### config.mk
export PLATFORM = sky130hd
export DESIGN_NAME = zacapa_uart_tx
export DESIGN_NICKNAME = d
export VERILOG_FILES = /design/src/rtl/zacapa_uart_pkg.sv /design/src/rtl/zacapa_byte_fifo.sv /design/src/rtl/zacapa_uart_tx.sv
export SDC_FILE = /design/constraint.sdc
export NUM_CORES = 1
export LEC_CHECK = 0
export BUFFER_PORTS_ARGS = -buffer_cell sky130_fd_sc_hd__buf_4
export CORE_ASPECT_RATIO = 1.1
export CORE_MARGIN = 10
export CORE_UTILIZATION = 60
export DETAILED_ROUTE_END_ITERATION = 10
export GPL_TIMING_DRIVEN = 0
export PLACE_DENSITY = 0.78
export SKIP_LAST_GASP = 1
export SLEW_MARGIN = 30
export SYNTH_ARGS = -nofsm -noshare
export SYNTH_HDL_FRONTEND = slang
export SYNTH_SLANG_ARGS = --single-unit
### constraint.sdc
create_clock -name clk -period 3 [get_ports clk]
set_input_delay 0.6 -clock clk [delete_from_list [all_inputs] [get_ports clk]]
set_output_delay 0.6 -clock clk [all_outputs]
set_load 0.1 [all_outputs]
### src/rtl/zacapa_uart_pkg.sv
// ============================================================================
// zacapa_uart_pkg : shared types and constants for the zacapa UART transmitter
// Rev 1.0 -- initial release. Optional feature macro: ZACAPA_UART_PARITY_EN
// ============================================================================
`default_nettype none

package zacapa_uart_pkg;

   localparam int   DATA_W     = 8;
   localparam logic IDLE_LEVEL = 1'b1;

   typedef enum logic [2:0] {
      ST_IDLE   = 3'd0,
      ST_START  = 3'd1,
      ST_DATA   = 3'd2,
`ifdef ZACAPA_UART_PARITY_EN
      ST_PARITY = 3'd3,
`endif
      ST_STOP   = 3'd4
   } uart_state_e;

endpackage

`default_nettype wire

### src/rtl/zacapa_byte_fifo.sv
// ============================================================================
// zacapa_byte_fifo : small synchronous byte FIFO with circular pointers
// Rev 1.0 -- initial release
// ============================================================================
`default_nettype none

module zacapa_byte_fifo
   import zacapa_uart_pkg::*;
#(
   parameter int DEPTH = 4
) (
   input  logic                     clk,
   input  logic                     reset,
   input  logic                     push,
   input  logic [DATA_W-1:0]        push_data,
   input  logic                     pop,
   output logic [DATA_W-1:0]        pop_data,
   output logic                     full,
   output logic                     empty,
   output logic [$clog2(DEPTH):0]   count
);

   localparam int PTR_W = $clog2(DEPTH);
   localparam int CNT_W = PTR_W + 1;

   logic [DATA_W-1:0] mem_q [DEPTH];
   logic [PTR_W-1:0]  wr_ptr_q, wr_ptr_d;
   logic [PTR_W-1:0]  rd_ptr_q, rd_ptr_d;
   logic [CNT_W-1:0]  count_q, count_d;
   logic              push_ok;
   logic              pop_ok;

   assign full     = (count_q == CNT_W'(DEPTH));
   assign empty    = (count_q == '0);
   assign count    = count_q;
   assign pop_data = mem_q[rd_ptr_q];
   assign push_ok  = push && !full;
   assign pop_ok   = pop && !empty;

   // DEPTH is a power of two, so natural pointer overflow is the modulo wrap
   always_comb begin
      wr_ptr_d = wr_ptr_q;
      rd_ptr_d = rd_ptr_q;
      count_d  = count_q + CNT_W'(push_ok) - CNT_W'(pop_ok);
      if (push_ok) wr_ptr_d = wr_ptr_q + 1'b1;
      if (pop_ok)  rd_ptr_d = rd_ptr_q + 1'b1;
   end

   always_ff @(posedge clk or posedge reset) begin
      if (reset) begin
         wr_ptr_q <= '0;
         rd_ptr_q <= '0;
         count_q  <= '0;
      end else begin
         wr_ptr_q <= wr_ptr_d;
         rd_ptr_q <= rd_ptr_d;
         count_q  <= count_d;
      end
   end

   always_ff @(posedge clk) begin
      if (push_ok) mem_q[wr_ptr_q] <= push_data;
   end

endmodule

`default_nettype wire

### src/rtl/zacapa_uart_tx.sv
// ============================================================================
// zacapa_uart_tx : buffered 8N1 UART transmitter, optional even parity
// Rev 1.0 -- initial release. Optional feature macro: ZACAPA_UART_PARITY_EN
// ============================================================================
`default_nettype none

module zacapa_uart_tx
   import zacapa_uart_pkg::*;
#(
   parameter int CLKS_PER_BIT = 434,
   parameter int FIFO_DEPTH   = 4
) (
   input  logic              clk,
   input  logic              reset,
   input  logic [DATA_W-1:0] in_data,
   input  logic              in_valid,
   output logic              in_ready,
   output logic              tx,
   output logic              busy
);

   localparam int BAUD_W = $clog2(CLKS_PER_BIT);
   localparam int CNT_W  = $clog2(FIFO_DEPTH) + 1;
   localparam logic [BAUD_W-1:0] BAUD_LAST = BAUD_W'(CLKS_PER_BIT - 1);

   uart_state_e       state_q, state_d;
   logic [BAUD_W-1:0] baud_q, baud_d;
   logic [2:0]        bit_idx_q, bit_idx_d;
   logic [DATA_W-1:0] shift_q, shift_d;
   logic              tx_q, tx_d;
   logic              busy_q, busy_d;
   logic              parity_d;
`ifdef ZACAPA_UART_PARITY_EN
   logic              parity_q;
`endif

   logic              push;
   logic              pop;
   logic [DATA_W-1:0] head;
   logic              fifo_full;
   logic              fifo_empty;
   logic [CNT_W-1:0]  fifo_count;
   logic              baud_end;

   assign in_ready = !fifo_full && !reset;
   assign push     = in_valid && in_ready;
   assign baud_end = (baud_q == BAUD_LAST);
   assign tx       = tx_q;
   assign busy     = busy_q;

   zacapa_byte_fifo #(
      .DEPTH (FIFO_DEPTH)
   ) u_fifo (
      .clk       (clk),
      .reset     (reset),
      .push      (push),
      .push_data (in_data),
      .pop       (pop),
      .pop_data  (head),
      .full      (fifo_full),
      .empty     (fifo_empty),
      .count     (fifo_count)
   );

   always_comb begin
      state_d   = state_q;
      baud_d    = baud_q;
      bit_idx_d = bit_idx_q;
      shift_d   = shift_q;
      pop       = 1'b0;
`ifdef ZACAPA_UART_PARITY_EN
      parity_d  = parity_q;
`else
      parity_d  = 1'b0;
`endif

      if (state_q != ST_IDLE) begin
         baud_d = baud_end ? '0 : baud_q + 1'b1;
      end

      case (state_q)
         ST_IDLE: begin
            if (!fifo_empty) begin
               pop       = 1'b1;
               shift_d   = head;
               parity_d  = ^head;
               baud_d    = '0;
               bit_idx_d = '0;
               state_d   = ST_START;
            end
         end
         ST_START: begin
            if (baud_end) begin
               bit_idx_d = '0;
               state_d   = ST_DATA;
            end
         end
         ST_DATA: begin
            if (baud_end) begin
               if (bit_idx_q == 3'd7) begin
`ifdef ZACAPA_UART_PARITY_EN
                  state_d = ST_PARITY;
`else
                  state_d = ST_STOP;
`endif
               end else begin
                  bit_idx_d = bit_idx_q + 3'd1;
                  shift_d   = shift_q >> 1;
               end
            end
         end
`ifdef ZACAPA_UART_PARITY_EN
         ST_PARITY: begin
            if (baud_end) state_d = ST_STOP;
         end
`endif
         ST_STOP: begin
            // Chain straight into the next start bit when more data waits
            if (baud_end) begin
               if (!fifo_empty) begin
                  pop       = 1'b1;
                  shift_d   = head;
                  parity_d  = ^head;
                  bit_idx_d = '0;
                  state_d   = ST_START;
               end else begin
                  state_d   = ST_IDLE;
               end
            end
         end
         default: begin
            state_d = ST_IDLE;
            baud_d  = '0;
         end
      endcase

      // Line level is decoded from the next state so tx is a clean flop output
      case (state_d)
         ST_START:  tx_d = 1'b0;
         ST_DATA:   tx_d = shift_d[0];
`ifdef ZACAPA_UART_PARITY_EN
         ST_PARITY: tx_d = parity_d;
`endif
         default:   tx_d = IDLE_LEVEL;
      endcase

      busy_d = (state_d != ST_IDLE) || push || (fifo_count > CNT_W'(pop));
   end

   always_ff @(posedge clk or posedge reset) begin
      if (reset) begin
         state_q   <= ST_IDLE;
         baud_q    <= '0;
         bit_idx_q <= '0;
         shift_q   <= '0;
         tx_q      <= IDLE_LEVEL;
         busy_q    <= 1'b0;
      end else begin
         state_q   <= state_d;
         baud_q    <= baud_d;
         bit_idx_q <= bit_idx_d;
         shift_q   <= shift_d;
         tx_q      <= tx_d;
         busy_q    <= busy_d;
      end
   end

`ifdef ZACAPA_UART_PARITY_EN
   always_ff @(posedge clk or posedge reset) begin
      if (reset) parity_q <= 1'b0;
      else       parity_q <= parity_d;
   end
`endif

endmodule

`default_nettype wire

==> results.ini <==
[routing]
first_pass_iters=4
drc=0
routed_wl_um=5710
postRouteAntennaNets=0
vias_per_cell=6.02
wl_per_cell_um=17.6
drt_iter0_markers=197
routed-via-count=1951

[setup_path]
crit_chain=clkbuf_8 > nor3_2 > nand2_1 > inv_1 > ha_1 > inv_1 > ha_1 > inv_1 > fa_1 > xor2_1
path_class=reg2reg
cpMostUsedCell=inv_1
worstSetupEndpointType=register
crit_path_max_incr_delay_ps=470
cp_slowest_cell=nor3_2
critPathBufInv=4
crit_fanout=10
critPathRequiredTime_ps=3220
critPathLaunchType=register
cpLargestDelayFamily=adder cells
crit_arrival_ps=2900

[placed_design]
routabilityCongestion=0.847
dpl.hpwl_um=3980
port-buffer-count=13

[sta]
slew_viol_final=0
slew_headroom_pct=52.1
finClkSkew_ps=11.8
hold_slack_ps=376
tightest_slew_ps=712
finalHoldViolations=0
finalSetupViolations=0
fmaxAchievable_mhz=374
period_share_pct=89.1
min_period_ps=2670
fin_tns_setup_ps=0
grt_setup_unrepaired=false

[clock_network]
post_cts_buffers=0
cts_buffer_depth=2
path_clk_slew_ps=80
cts_buffers=9
postCtsHoldBufs=0
htreeDepth=3
post_cts_resized=0
clock_sinks=64
clock_latency_ps=340
tritoncts=built
cts_root_buffer=clkbuf_8

[global_routing]
grt_start_max_net_pins=33
grt_use_total_pct=14.6
grt_pass1_vias=2004
grt_pass1_wl_um=9580
antenna_found_initial=0
grt.overflow.total=0

[power]
ir_worst_vdd_v=0.000597
power_density_nw_per_um2=780
leakage_nw=1.41

[synthesis]
synth_warnings=0
syn-instance-count=238
netlist_area_um2=3120
syn_avg_cell_area_um2=13.1
seq_area_frac_synth_pct=56.5
ys.flop_type=edfxtp_1
syn_nets=263
synth-edff-count=32
yosys.cell_types.count=59
yosys_register_bits=64
synth-async-reset-ratio_pct=50.0

[final_layout]
layout-drive-gt1-share_pct=22.2
syn2layout_area_growth_pct=12.2
fin_util_pct=69.5
antenna_cells=0
layout_common_cells=edfxtp_1, dfrtp_1, nand2_1
fin_nets=287
layout_commonest_cell=edfxtp_1

[run]
max_cap_viol_count=0

[hold_path]
hold_class=in2async

[outcome]
status=finished, final reports clean

[floorplan]
num_rows=27
fp.dieW_um=88.7
core_area_um2=5030
io_pins=14
die_y_um=95.6
die-area_um2=8490
start_util_pct=62.0

-- through the flow --
step	area (µm²)	worst slack [ps]	instances	power (mW)
3_3_place_gp	3290	410	309	1.92
3_5_place_dp	3290	410	309	1.95
5_1_grt	3500	218	324	2.88
4_1_cts	3500	350	324	2.74
6_report	3500	327	324	2.73
2_1_floorplan	3120	121	238	1.78
-- routing by layer --
metal  global-route usage [%]  up-vias  part of all wire, %
li1                         -      917                    -
met1                     18.8      997                   45
met4                     5.80        0                  1.4
met3                     4.35        5                  4.0
met2                     22.7       32                   50
met5                        0        -                    0
-- path summary, 6_finish.rpt --
kind                       startpoint                  to  slack, ps  cells past startpoint
setup / recovery           state_q[1]     u_fifo.count[2]        330                     10
hold / removal                  reset          state_q[0]        380                      2
setup reg to reg           state_q[1]     u_fifo.count[2]        330                     10
hold reg to reg            shift_q[5]          shift_q[4]        500                      2
max in group asynchronous       reset  u_fifo.rd_ptr_q[0]       2180                      2
min in group clk           in_data[4]  u_fifo.mem_q[1][4]        460                      1
-- flip-flops by register name, summed over array words and instances (netlist names) --
register and count:
baud_q 9, bit_idx_q 3, busy 1, shift_q 8, state_q 3, tx 1, u_fifo.count 3, u_fifo.mem_q 32
u_fifo.rd_ptr_q 2, u_fifo.wr_ptr_q 2
-- cells in the mapped netlist (3+ instances only) --
master	instances	area [µm²]
edfxtp_1	32	961
dfrtp_1	31	776
inv_1	22	82.6
nand2_1	22	82.6
ha_1	13	163
xnor2_1	10	87.6
nand3_1	9	45.0
a21oi_1	8	40.0
mux4_2	8	180
nor2_1	6	22.5
o211ai_1	6	45.0
and3_1	5	31.3
nor3_1	5	25.0
mux2i_1	3	30.0
nand2b_1	3	18.8
o21ai_0	3	15.0
-- power by group --
group	internal (mW)	switching, mW
sequential	1.10	0.144
clock	0.460	0.331
combinational	0.325	0.369
-- logic make-up after synthesis --
family                   Yosys count  synth area share (%)
flip-flops                        64                  56.5
AO/OA/AOI/OAI                     37                  9.07
adder cells (fa/ha/maj)           14                  5.86
XOR/XNOR                          12                  3.37
AND/OR/NAND/NOR                   68                  13.3
multiplexers                      12                  7.10
buffers and inverters             31                  4.81
-- final cells by class --
class	instances	area [µm²]
inverter	22	82.6
clock buffer	9	124
tap	58	72.6
clock inverter	6	85.1
timing repair buffer	13	97.6
buffer	9	67.6
multi-input combinational	143	1210
sequential	64	1760
fill	360	1540
(Power assumes the default switching activity.)
